**src/rtl/bnn_pkg.sv**
```systemverilog
// Package shared by the class voter and its argmax.
// Holds the class count, the class-index width and the two-state
// decision FSM encoding.
package bnn_pkg;
  localparam int NUM_CLASSES = 4;
  localparam int CLS_W       = 2;

  // ST_EMPTY: no decision held (out_valid=0)
  // ST_FULL : a decision is held (out_valid=1)
  typedef enum logic {
    ST_EMPTY = 1'b0,
    ST_FULL  = 1'b1
  } state_e;
endpackage

```
**src/rtl/bnn_class_voter_if.sv**
```systemverilog
// Bundle of all non-clock/reset signals of the class voter.
//
// Handshake: the input side has no backpressure; a sample is taken on
// every rising edge with in_valid=1 and clear=0. The output side is a
// valid/ready pair: a decision is transferred on a rising edge where
// out_valid=1 and out_ready=1. While out_valid=1 and out_ready=0 the
// result fields hold steady unless a new window closes (overrun).
//
// master : sample source / decision consumer
// slave  : the voter itself
interface bnn_class_voter_if
  import bnn_pkg::*;
#(
  parameter int CNT_W = 4
);
  logic                   in_valid;
  logic [NUM_CLASSES-1:0] in_bits;
  logic                   clear;
  logic                   out_valid;
  logic                   out_ready;
  logic [CLS_W-1:0]       out_class;
  logic [CNT_W-1:0]       out_score;
  logic                   out_tie;
  logic                   out_none;
  logic                   overrun;
  state_e                 state_dbg;

  modport master (
    output in_valid, in_bits, clear, out_ready,
    input  out_valid, out_class, out_score, out_tie, out_none, overrun,
           state_dbg
  );

  modport slave (
    input  in_valid, in_bits, clear, out_ready,
    output out_valid, out_class, out_score, out_tie, out_none, overrun,
           state_dbg
  );
endinterface

```
**src/rtl/bnn_argmax4.sv**
```systemverilog
// Purely combinational argmax over four class counts.
// Ports:
//   cnt0..cnt3 : per-class vote counts
//   idx        : index of the highest count, lowest index on a tie
//   score      : the winning count
//   tie        : two or more classes share a nonzero maximum
//   none       : every count is zero (idx and score are then 0)
module bnn_argmax4
  import bnn_pkg::*;
#(
  parameter int CNT_W = 4
) (
  input  logic [CNT_W-1:0] cnt0,
  input  logic [CNT_W-1:0] cnt1,
  input  logic [CNT_W-1:0] cnt2,
  input  logic [CNT_W-1:0] cnt3,
  output logic [CLS_W-1:0] idx,
  output logic [CNT_W-1:0] score,
  output logic             tie,
  output logic             none
);
  logic [NUM_CLASSES-1:0][CNT_W-1:0] cnt;
  logic [2:0]                        n_max;

  assign cnt = {cnt3, cnt2, cnt1, cnt0};

  always_comb begin
    idx   = '0;
    score = cnt[0];
    n_max = '0;
    // Strict '>' keeps the lowest index on equal counts.
    for (int k = 1; k < NUM_CLASSES; k++) begin
      if (cnt[k] > score) begin
        idx   = CLS_W'(k);
        score = cnt[k];
      end
    end
    for (int k = 0; k < NUM_CLASSES; k++) begin
      if (cnt[k] == score) n_max = n_max + 3'd1;
    end
    none = (score == '0);
    tie  = !none && (n_max > 3'd1);
  end
endmodule

```
**src/rtl/bnn_class_voter.sv**
```systemverilog
// Accumulates per-class votes from a binary neural network output layer
// over WINDOW accepted samples, then registers the argmax decision.
// Ports:
//   clk   : sole clock, rising edge
//   reset : synchronous active-high reset
//   bus   : slave side of bnn_class_voter_if (samples in, decision out,
//           sticky overrun flag, FSM state for observation)
module bnn_class_voter
  import bnn_pkg::*;
#(
  parameter int WINDOW = 8,
  parameter int CNT_W  = 4
) (
  input  logic                clk,
  input  logic                reset,
  bnn_class_voter_if.slave    bus
);
  localparam int              SCNT_W = 4;
  localparam logic [SCNT_W-1:0] LAST = SCNT_W'(WINDOW - 1);

  logic [NUM_CLASSES-1:0][CNT_W-1:0] cnt_q, cnt_d, cnt_inc;
  logic [SCNT_W-1:0] sample_cnt_q, sample_cnt_d;
  state_e            state_q, state_d;
  logic [CLS_W-1:0]  class_q, class_d;
  logic [CNT_W-1:0]  score_q, score_d;
  logic              tie_q, tie_d;
  logic              none_q, none_d;
  logic              overrun_q, overrun_d;

  logic              accept;
  logic              close;
  logic [CLS_W-1:0]  am_idx;
  logic [CNT_W-1:0]  am_score;
  logic              am_tie;
  logic              am_none;

  assign accept = bus.in_valid && !bus.clear;
  assign close  = accept && (sample_cnt_q == LAST);

  // Saturating per-class increment including the current sample.
  always_comb begin
    cnt_inc = cnt_q;
    for (int k = 0; k < NUM_CLASSES; k++) begin
      if (bus.in_bits[k] && (cnt_q[k] != {CNT_W{1'b1}}))
        cnt_inc[k] = cnt_q[k] + 1'b1;
    end
  end

  // The decision on a closing edge must see the closing sample's votes.
  bnn_argmax4 #(.CNT_W(CNT_W)) u_argmax (
    .cnt0  (cnt_inc[0]),
    .cnt1  (cnt_inc[1]),
    .cnt2  (cnt_inc[2]),
    .cnt3  (cnt_inc[3]),
    .idx   (am_idx),
    .score (am_score),
    .tie   (am_tie),
    .none  (am_none)
  );

  // Accumulator / window counter.
  always_comb begin
    cnt_d        = cnt_q;
    sample_cnt_d = sample_cnt_q;
    if (bus.clear || close) begin
      cnt_d        = '0;
      sample_cnt_d = '0;
    end else if (accept) begin
      cnt_d        = cnt_inc;
      sample_cnt_d = sample_cnt_q + 1'b1;
    end
  end

  // Decision FSM and result registers.
  always_comb begin
    state_d   = state_q;
    class_d   = class_q;
    score_d   = score_q;
    tie_d     = tie_q;
    none_d    = none_q;
    overrun_d = overrun_q;
    case (state_q)
      ST_EMPTY: if (close) state_d = ST_FULL;
      ST_FULL: begin
        if (close) begin
          state_d = ST_FULL;
          // Only an unconsumed decision being replaced counts as overrun.
          if (!bus.out_ready) overrun_d = 1'b1;
        end else if (bus.out_ready) begin
          state_d = ST_EMPTY;
        end
      end
      default: state_d = ST_EMPTY;
    endcase
    if (close) begin
      class_d = am_idx;
      score_d = am_score;
      tie_d   = am_tie;
      none_d  = am_none;
    end
  end

  always_ff @(posedge clk) begin
    if (reset) begin
      cnt_q        <= '0;
      sample_cnt_q <= '0;
      state_q      <= ST_EMPTY;
      class_q      <= '0;
      score_q      <= '0;
      tie_q        <= 1'b0;
      none_q       <= 1'b0;
      overrun_q    <= 1'b0;
    end else begin
      cnt_q        <= cnt_d;
      sample_cnt_q <= sample_cnt_d;
      state_q      <= state_d;
      class_q      <= class_d;
      score_q      <= score_d;
      tie_q        <= tie_d;
      none_q       <= none_d;
      overrun_q    <= overrun_d;
    end
  end

  assign bus.out_valid = (state_q == ST_FULL);
  assign bus.out_class = class_q;
  assign bus.out_score = score_q;
  assign bus.out_tie   = tie_q;
  assign bus.out_none  = none_q;
  assign bus.overrun   = overrun_q;
  assign bus.state_dbg = state_q;
endmodule

```
**src/flat_wrapper.sv**
```systemverilog
// flat-port wrapper written by rule: the top's interface ports become plain ports
module bnn_class_voter_flat import bnn_pkg::*;
#(
  parameter int WINDOW = 8,
  parameter int CNT_W  = 4
)
  (clk, reset, bus_in_valid, bus_in_bits, bus_clear, bus_out_ready, bus_out_valid, bus_out_class, bus_out_score, bus_out_tie, bus_out_none, bus_overrun, bus_state_dbg);
  bnn_class_voter_if #(.CNT_W(CNT_W)) bus_i ();
  input  logic clk;
  input  logic reset;
  input wire logic [$bits(bus_i.in_valid)-1:0] bus_in_valid;
  input wire logic [$bits(bus_i.in_bits)-1:0] bus_in_bits;
  input wire logic [$bits(bus_i.clear)-1:0] bus_clear;
  input wire logic [$bits(bus_i.out_ready)-1:0] bus_out_ready;
  output wire logic [$bits(bus_i.out_valid)-1:0] bus_out_valid;
  output wire logic [$bits(bus_i.out_class)-1:0] bus_out_class;
  output wire logic [$bits(bus_i.out_score)-1:0] bus_out_score;
  output wire logic [$bits(bus_i.out_tie)-1:0] bus_out_tie;
  output wire logic [$bits(bus_i.out_none)-1:0] bus_out_none;
  output wire logic [$bits(bus_i.overrun)-1:0] bus_overrun;
  output wire logic [$bits(bus_i.state_dbg)-1:0] bus_state_dbg;
  assign bus_i.in_valid = bus_in_valid;
  assign bus_i.in_bits = bus_in_bits;
  assign bus_i.clear = bus_clear;
  assign bus_i.out_ready = bus_out_ready;
  assign bus_out_valid = bus_i.out_valid;
  assign bus_out_class = bus_i.out_class;
  assign bus_out_score = bus_i.out_score;
  assign bus_out_tie = bus_i.out_tie;
  assign bus_out_none = bus_i.out_none;
  assign bus_overrun = bus_i.overrun;
  assign bus_state_dbg = bus_i.state_dbg;
  bnn_class_voter #(.WINDOW(WINDOW), .CNT_W(CNT_W)) u_core (.clk(clk), .reset(reset), .bus(bus_i));
endmodule
```
**config.mk**
```make
export PLATFORM = sky130hd
export DESIGN_NAME = bnn_class_voter_flat
export DESIGN_NICKNAME = d
export VERILOG_FILES = /design/src/rtl/bnn_pkg.sv /design/src/rtl/bnn_class_voter_if.sv /design/src/rtl/bnn_argmax4.sv /design/src/rtl/bnn_class_voter.sv /design/src/flat_wrapper.sv
export SDC_FILE = /design/constraint.sdc
export NUM_CORES = 1
export LEC_CHECK = 0
export CORE_ASPECT_RATIO = 1.1
export CORE_MARGIN = 10
export CORE_UTILIZATION = 25
export DETAILED_ROUTE_END_ITERATION = 7
export PLACE_DENSITY = 0.46
export REMOVE_ABC_BUFFERS = 1
export SYNTH_ARGS = -nofsm -noshare
export SYNTH_HDL_FRONTEND = slang
export SYNTH_SLANG_ARGS = --single-unit
export TNS_END_PERCENT = 5
```
**constraint.sdc**
```tcl
create_clock -name clk -period 11.6 [get_ports clk]
set_input_delay 1.16 -clock clk [delete_from_list [all_inputs] [get_ports clk]]
set_output_delay 1.16 -clock clk [all_outputs]
set_load 0.01 [all_outputs]
```
# Word-level counts from Yosys, hierarchy flattened
# Cells that the tools add are included.
dict set report totals {
  ff_bits 30
  in_bits 9
}
dict set report classes {
  mux 18
  eq_ne 9
  n_reduce_logical 13
  bitwise_logic 2
  n_lt_le_gt_ge 4
  addsub 8
}
# operator count
set op_table {}
lappend op_table {{$mux 4} 7}
lappend op_table {{$add 4x1->4 const B} 5}
lappend op_table {{$eq 4x4->1} 4}
lappend op_table {{$ne 4x4->1 const B} 4}
lappend op_table {{$gt 4x4->1} 3}
lappend op_table {{$add 3x1->3 const B} 3}
lappend op_table {{$mux 3} 3}
lappend op_table {{$logic_and 1x1->1} 7}
lappend op_table {{$mux 1} 5}
lappend op_table {{$eq 4x3->1 const B} 1}
lappend op_table {{$logic_not 4->1} 1}
lappend op_table {{$mux 2} 2}
lappend op_table {{$gt 3x1->1 const B} 1}
lappend op_table {{$reduce_and 3->1} 1}
lappend op_table {{$logic_not 1->1} 2}
lappend op_table {{$not 1->1} 2}
lappend op_table {{$pmux 1 s2} 1}
lappend op_table {{$reduce_or 2->1} 1}
lappend op_table {{$logic_or 1x1->1} 1}

# Depth between registers and ports, before layout
# Gate-level depths: netlist of run 1.
dict set report depth {
  depth_word 19
  ltp_mapped 39
  depth_no_buf 38
}

# Cells and area by module
# From an unflattened synthesis of run 1, not the netlist that was laid out.
dict set report hier_totals {
  cells_unflattened 307
  hier_area_um2 2637.5
}
# mod area_per_inst_um2 n_inst seq_area_each_um2 cells_per_inst
set modules_own_cells {}
lappend modules_own_cells {bnn_class_voter 1632.8 1 600.6 181}
lappend modules_own_cells {bnn_argmax4 1004.7 1 0.0 126}

# Worst setup path after synthesis of run 1
# OpenSTA, ideal clock, no wires.
dict set report synth_path {
  path_type {input-to-reg}
  startpoint {in bus_in_bits[1]}
  endpoint {reg u_core.tie_q (netlist: u_core.bus.out_tie)}
  arrival_time_ns 7.421
  path_slack_ns 4.090
  required_ns 11.512
  stages 33
  cell_sequence {nand4_1 > mux2i_1 > inv_1 > ha_1 > inv_1 > a2111oi_2 > nor2_1 > a32oi_2 > o21ai_1 > inv_1 > ha_1 > inv_1 > a311o_1 > a2111oi_0 > nor3_2 > a211o_1 > nand3_1 > nand2_1 > o21ai_0 > ha_1 > nor2b_1 > o21a_1 > o21a_1 > o21ai_1 > nand2_1 > o221ai_1 > xnor2_1 > and4_1 > inv_1 > ha_1 > o41a_1 > o2111a_1 > a311oi_2}
}
# item line_no
set synth_rtl {}
lappend synth_rtl {{from (decl)} flat_wrapper.sv:12} ;# input wire logic [$bits(bus_i.in_bits)-1:0] bus_in_bits;
lappend synth_rtl {{to (signal assigned)} bnn_class_voter.sv:119} ;# tie_q <= tie_d;
lappend synth_rtl {{to (decl)} bnn_class_voter.sv:26} ;# logic tie_q, tie_d;

==> impl_metrics.yaml, run 1 <==
layout:
  regArea_um2: 601
  drive_above_1_share: 0.0845
  area_delta_synth_final_pct: 20.5
  antennaDiodeCount: 0
  fill_cells: 1088
  nets: 367
  multi_input_area_mm2: 0.00190
floorplan:
  die_area_mm2: 0.0149
  num_io_pins: 20
  die_h_um: 127
  core-area_mm2: 0.0103
  die_w_um: 117
  start_util: 0.253
  row_count: 39
clock_network:
  post_cts_buffers: 0
  root_buffer: "clkbuf_16"
  clock_path_buffers: 2
  cts_buffers: 5
  clk_pin_slew_worst_paths_ns: 0.06
  cts_tree: "done"
  cts_num_sinks: 30
  htree_levels: 2
  hold_buffers: 0
  post_cts_resized: 0
  worstSkewPairLatency_ns: 0.28
global_routing:
  grt.overflow.total: 0
  grt_max_degree: 20
  grtUsageMet2: 0.158
  antenna_found_initial: 0
  busiest_layer: "met2"
  grtUsageTotal: 0.0985
  grt_pass1_vias: 2377
  use_met3: 0.0169
  grt_pass1_wl_um: 11900
  grt_use_met1: 0.126
logic_synthesis:
  ys_seq_area_frac: 0.231
  yosys.area_share.adder: 0.0769
  synth_top_family_by_area: "compound AO/OA/AOI/OAI gates"
  synth-xor-area-share: 0.0909
  yosys.area_share.simple: 0.232
  synth-seq-cells: 30
  synthTopCellsByArea: "dfxtp_1 23%, ha_1 7.7%, xnor2_1 6.4%"
  avgSynthCellArea_um2: 8.01
  yosys_most_used_dff: "dfxtp_1"
  synth_mux_area_frac: 0.0365
  synth_edf_count: 0
  async_flop_share: 0
  ys_warn_count: 0
  synth_compound_area_frac: 0.296
  syn_area_mm2: 0.00260
  synth.distinct_cells: 69
  syn-instance-count: 325
  yosys.area.top_type: "dfxtp_1"
  synth_top_area_share: 0.231
route:
  drt_iter0_drc: 103
  wire_per_inst_um: 14.8
  vias: 2412
  drc_errors: 0
  drt_pass1_iterations: 4
  via_per_inst: 4.96
  wl_um: 7180
  ant_nets: 0
sta:
  clock_skew_ns: 0.00269
  finalHoldViolCount: 0
  max_clock_freq_ghz: 0.115
  fin_setup_tns_ns: 0
  min_period_ns: 8.73
  setup_viol: 0
  worst_slack_ns: 2.87
  slew_violations: 0
  tightestPinTransition_ns: 0.879
  post-route-period-util: 0.753
  relSlewSlack: 0.410
  rsz0062_at_grt: "false"
power:
  powerDensity_mw_per_mm2: 149
  intPower_w: 0.000310
  netSwitchingPower_w: 0.000157
  power.leakage_nw: 1.18
  p_comb_frac: 0.391
  ir_worst_vdd_mv: 0.0509
  power_switching_share: 0.336
  seqPwrFrac: 0.226
  clkPwrFrac: 0.384
worst_hold_path:
  holdCritPathClass: "reg -> reg"
  whs_path_depth: 2
  whs_endpoint: "u_core.bus.out_score[2]$_SDFFE_PP0P_"
  min_from: "u_core.bus.out_score[2]$_SDFFE_PP0P_"
setup_path:
  slowest_stage: "clkdlybuf4s50_1"
  path_class: "in -> reg"
  r2r_slack_ns: 3.66
  crit_path_max_incr_delay_ns: 0.56
  worst_path_most_repeated_cell: "inv_1"
  reg2regPathDepth: 34
  critPathLaunchType: "primary input"
  r2r_start: "u_core.cnt_q[4]$_SDFFE_PP0P_"
  critPathArrivalTime_ns: 8.93
  critPathCaptureType: "flip-flop"
  rr_endpoint: "u_core.bus.out_tie$_SDFFE_PP0P_"
  cp_data_required_time_ns: 11.80
  worst-path-max-fanout: 8
placed_design:
  dp_hpwl_um: 5450
  numPortBuffers: 19
  place.gp.congestion: 0.896
  pre_cts_ws_ns: 2.63
run_status:
  outcome: "completed"
run:
  max_cap_violations: 0
-- placed cells by master, fill, tap and decap left out, types with 8 or more instances in the layout --
cell type	netlist	final
o21ai_0	11	11
xor2_1	8	8
nand3_1	8	8
a21oi_1	26	26
ha_1	16	16
clkdlybuf4s50_1	0	19
nor2_1	36	36
inv_1	15	15
nand2_1	29	29
dfxtp_1	30	30
a211oi_1	9	9
xnor2_1	19	19
-- worst max-delay path by stage --
stage / start / to
6_report: bus_in_bits[1] / u_core.bus.out_tie$_SDFFE_PP0P_
2_1_floorplan: bus_in_bits[1] / u_core.bus.out_tie$_SDFFE_PP0P_
3_3_place_gp: bus_in_bits[1] / u_core.bus.out_tie$_SDFFE_PP0P_
5_1_grt: bus_in_bits[1] / u_core.bus.out_tie$_SDFFE_PP0P_
4_1_cts: bus_in_bits[1] / u_core.bus.out_tie$_SDFFE_PP0P_
3_5_place_dp: bus_in_bits[1] / u_core.bus.out_tie$_SDFFE_PP0P_
-- cell families after synthesis --
group,count (synthesis)
AOI/OAI and AO/OA,99
xor gates and xnor gates,27
adders and majority gates,16
buffers and inverters,25
DFF,30
muxes,9
and+or+nand+nor,119
-- power groups by stage --
stage          registers (W)  logic [W]  clock network, W
5_1_grt             0.000106   0.000204          0.000188
4_1_cts             0.000105   0.000182          0.000183
2_1_floorplan       0.000107   0.000142                 0
3_5_place_dp        0.000108   0.000180                 0
6_report            0.000105   0.000182          0.000179
3_3_place_gp        0.000108   0.000181                 0
-- registers in the layout (all words and copies together) (netlist names) --
signal                cells
u_core.bus.out_none       1
u_core.cnt_q             16
u_core.bus.out_valid      1
u_core.bus.out_score      4
u_core.bus.out_class      2
u_core.bus.overrun        1
u_core.bus.out_tie        1
u_core.sample_cnt_q       4
-- metal layers --
layer / wire length [um] / up-vias
met5: 0 / -
met4: 186 / 0
met3: 200 / 15
met2: 3340 / 32
met1: 3460 / 1122
li1: - / 1243
-- layout make-up --
cell class | instances | share of cell area
Clock buffer | 6 | 0.0443
Tap cell | 143 | 0.0570
Multi-Input combinational cell | 270 | 0.607
Inverter | 15 | 0.0179
Sequential cell | 30 | 0.191
Timing Repair Buffer | 20 | 0.0630
Clock inverter | 2 | 0.0191
-- synthesized netlist by cell type (5+ instances only) --
cell       n
a21oi_1   26
xor2_1     8
mux2i_1    7
nand2_1   29
dfxtp_1   30
o21a_1     5
nand4_1    6
inv_1     15
xnor2_1   19
nor2_1    36
clkbuf_1   8
ha_1      16
nand2b_1   5
or3_1      6
nand3_1    8
o21ai_0   11
a211oi_1   9
-- worst max-delay path, delay by kind of cell --
kind            cells  cell delay (ns)
compound gates     14             3.92
fa+ha+maj           4             1.14
simple gates        8             1.12
buf+inv             6             1.09
mux                 1             0.31
xor+xnor            1             0.17
-- per-stage QoR --
stage / hold slack [ns] / utilization / instance area [um^2] / instances / power (W)
detailed placement: 0.455 / 0.285 / 2940 / 478 / 0.000287
finish: 0.455 / 0.305 / 3140 / 486 / 0.000467
CTS: 0.463 / 0.305 / 3140 / 486 / 0.000471
global route: 0.492 / 0.305 / 3140 / 486 / 0.000498
global placement: 0.449 / 0.285 / 2940 / 478 / 0.000289
floorplan: 0.454 / - / 2560 / 315 / 0.000249
Power figures use the tool's default switching activity.
==> run 2, diff against run 1 <==
==> constraint.sdc (replaced) <==
create_clock -name clk -period 9.15 [get_ports clk]
set_input_delay 0.915 -clock clk [delete_from_list [all_inputs] [get_ports clk]]
set_output_delay 0.915 -clock clk [all_outputs]
set_load 0.01 [all_outputs]
==> run 2 against run 1 <==
  * First-iteration DRC count shrank 15%
  * Sequential share of layout area grew 0.18 points
  * Setup slack lost 2.1 ns
  * Routed wire length is essentially flat
==> impl_metrics.yaml, run 2 (same netlist as run 1, synthesis figures left out) <==
global_routing:
  grt.overflow.total: 0
  grt_pass1_wl_um: 11700
  grt_max_degree: 20
  antenna_found_initial: 0
  grt_pass1_vias: 2276
  grtUsageTotal: 0.0974
power:
  ir_worst_vdd_mv: 0.0669
  netSwitchingPower_w: 0.000199
  p_comb_frac: 0.428
  powerDensity_mw_per_mm2: 173
  clkPwrFrac: 0.322
  intPower_w: 0.000337
  seqPwrFrac: 0.249
  power.leakage_nw: 1.17
  power_w: 0.000536
  power_switching_share: 0.371
sta:
  clock_skew_ns: 0.00722
  rsz0062_at_grt: "false"
  post-route-period-util: 0.913
  fin_setup_tns_ns: 0
  fin_hold_ws_ns: 0.457
  slew_violations: 0
  setup_viol: 0
  tightestPinTransition_ns: 0.859
  worst_slack_ns: 0.800
  max_clock_freq_ghz: 0.120
  finalHoldViolCount: 0
  relSlewSlack: 0.423
  min_period_ns: 8.35
setup_path:
  worst_path_most_repeated_cell: "inv_1"
  worst-path-max-fanout: 10
  critPathLaunchType: "primary input"
  cp_top_family: "compound AO/OA/AOI/OAI gates"
  critPathArrivalTime_ns: 8.55
  reg2regPathDepth: 33
  crit_start: "bus_in_bits[1]"
  rr_endpoint: "u_core.bus.out_tie$_SDFFE_PP0P_"
  crit_path_max_incr_delay_ns: 0.56
  cp_data_required_time_ns: 9.35
  crit_path_end: "u_core.bus.out_tie$_SDFFE_PP0P_"
  slowest_stage: "clkdlybuf4s50_1"
  r2r_slack_ns: 1.36
  r2r_start: "u_core.cnt_q[4]$_SDFFE_PP0P_"
  crit_buf_inv: 6
  critPathCaptureType: "flip-flop"
  path_class: "in -> reg"
  cp_num_cells: 33
route:
  wl_um: 7180
  ant_nets: 0
  via_per_inst: 4.97
  wire_per_inst_um: 14.7
  drc_errors: 0
  drt_iter0_drc: 88
  drt_pass1_iterations: 6
  vias: 2425
layout:
  final_common_cell: "nor2_1"
  nets: 369
  layout_common_cells: "36 x nor2_1, 30 x dfxtp_1, 29 x nand2_1"
  largest-register: "u_core.cnt_q"
  area_delta_synth_final_pct: 19.4
  drive_above_1_share: 0.0928
  stdcell_area_mm2: 0.00311
  antennaDiodeCount: 0
  largest_reg_flops: 16
  fill_cells: 1128
floorplan:
  die_w_um: 117
  start_util: 0.253
  core-area_mm2: 0.0103
  die_h_um: 127
  die_area_mm2: 0.0149
  num_io_pins: 20
  row_count: 39
clock_network:
  worstSkewPairLatency_ns: 0.28
  clk_pin_slew_worst_paths_ns: 0.05
  cts_num_sinks: 30
  post_cts_buffers: 0
  cts_buffers: 5
  cts_tree: "done"
  post_cts_resized: 0
  hold_buffers: 0
  htree_levels: 2
  clock_path_buffers: 2
  root_buffer: "clkbuf_16"
placed_design:
  pre_cts_ws_ns: 0.390
  dp_hpwl_um: 5360
  numPortBuffers: 19
  dpl_cell_area_mm2: 0.00295
  place.gp.congestion: 0.878
worst_hold_path:
  holdCritPathClass: "reg -> reg"
run_status:
  outcome: "completed"
run:
  max_cap_violations: 0
-- run 2: changes by cell type in the layout (fill, tap and decap cells not counted), sizes merged --
cell | before | now
clkinv | 0 | 1
bufinv | 2 | 0
buf | 1 | 3
clkinvlp | 0 | 1
-- run 2: power groups by stage --
stage / sequential [W] / combinational [W] / clock [W]
floorplan: 0.000136 / 0.000180 / 0
global placement: 0.000136 / 0.000227 / 0
detailed placement: 0.000136 / 0.000227 / 0
CTS: 0.000134 / 0.000229 / 0.000177
global route: 0.000134 / 0.000259 / 0.000184
finish: 0.000134 / 0.000230 / 0.000173
-- run 2: worst min path at each step --
stage                                                    start                                    to  slack, ns  cells past startpoint
final                     u_core.bus.out_score[2]$_SDFFE_PP0P_  u_core.bus.out_score[2]$_SDFFE_PP0P_       0.46                      2
after global routing      u_core.bus.out_score[2]$_SDFFE_PP0P_  u_core.bus.out_score[2]$_SDFFE_PP0P_       0.48                      2
after CTS                 u_core.bus.out_score[2]$_SDFFE_PP0P_  u_core.bus.out_score[2]$_SDFFE_PP0P_       0.46                      2
after detailed placement  u_core.bus.out_score[2]$_SDFFE_PP0P_  u_core.bus.out_score[2]$_SDFFE_PP0P_       0.46                      2
after global placement    u_core.bus.out_score[2]$_SDFFE_PP0P_  u_core.bus.out_score[2]$_SDFFE_PP0P_       0.45                      2
after floorplan            u_core.sample_cnt_q[1]$_SDFFE_PP0P_   u_core.sample_cnt_q[1]$_SDFFE_PP0P_       0.45                      2
-- run 2: layer usage --
layer	part of all wire	up-vias	track usage
met3	0.034	12	0.0197
li1	-	1244	-
met4	0.022	0	0.0349
met2	0.47	43	0.155
met5	0	-	0
met1	0.48	1126	0.127
-- run 2: area by class of cell --
class / count / area, um^2 / area share
clock buffers: 6 / 139 / 0.0447
clock inverters: 2 / 12.5 / 0.00403
inverters: 15 / 56.3 / 0.0181
repair buffers: 22 / 213 / 0.0684
flip-flops and latches: 30 / 601 / 0.193
well taps: 143 / 179 / 0.0576
multi-input cells: 270 / 1910 / 0.614
-- run 2: worst reg2reg max path: cells and delay by family (launching register included) --
kind / cells / cell delay (ns)
compound gates: 14 / 3.86
buf+inv: 5 / 0.52
mux: 1 / 0.26
fa+ha+maj: 5 / 1.41
flops: 1 / 0.35
simple gates: 7 / 1.11
xor+xnor: 1 / 0.18
-- run 2: per-stage QoR --
stage | util | instances
floorplan | - | 315
global placement | 0.287 | 480
CTS | 0.301 | 488
finish | 0.302 | 488
detailed placement | 0.287 | 480
global route | 0.302 | 488
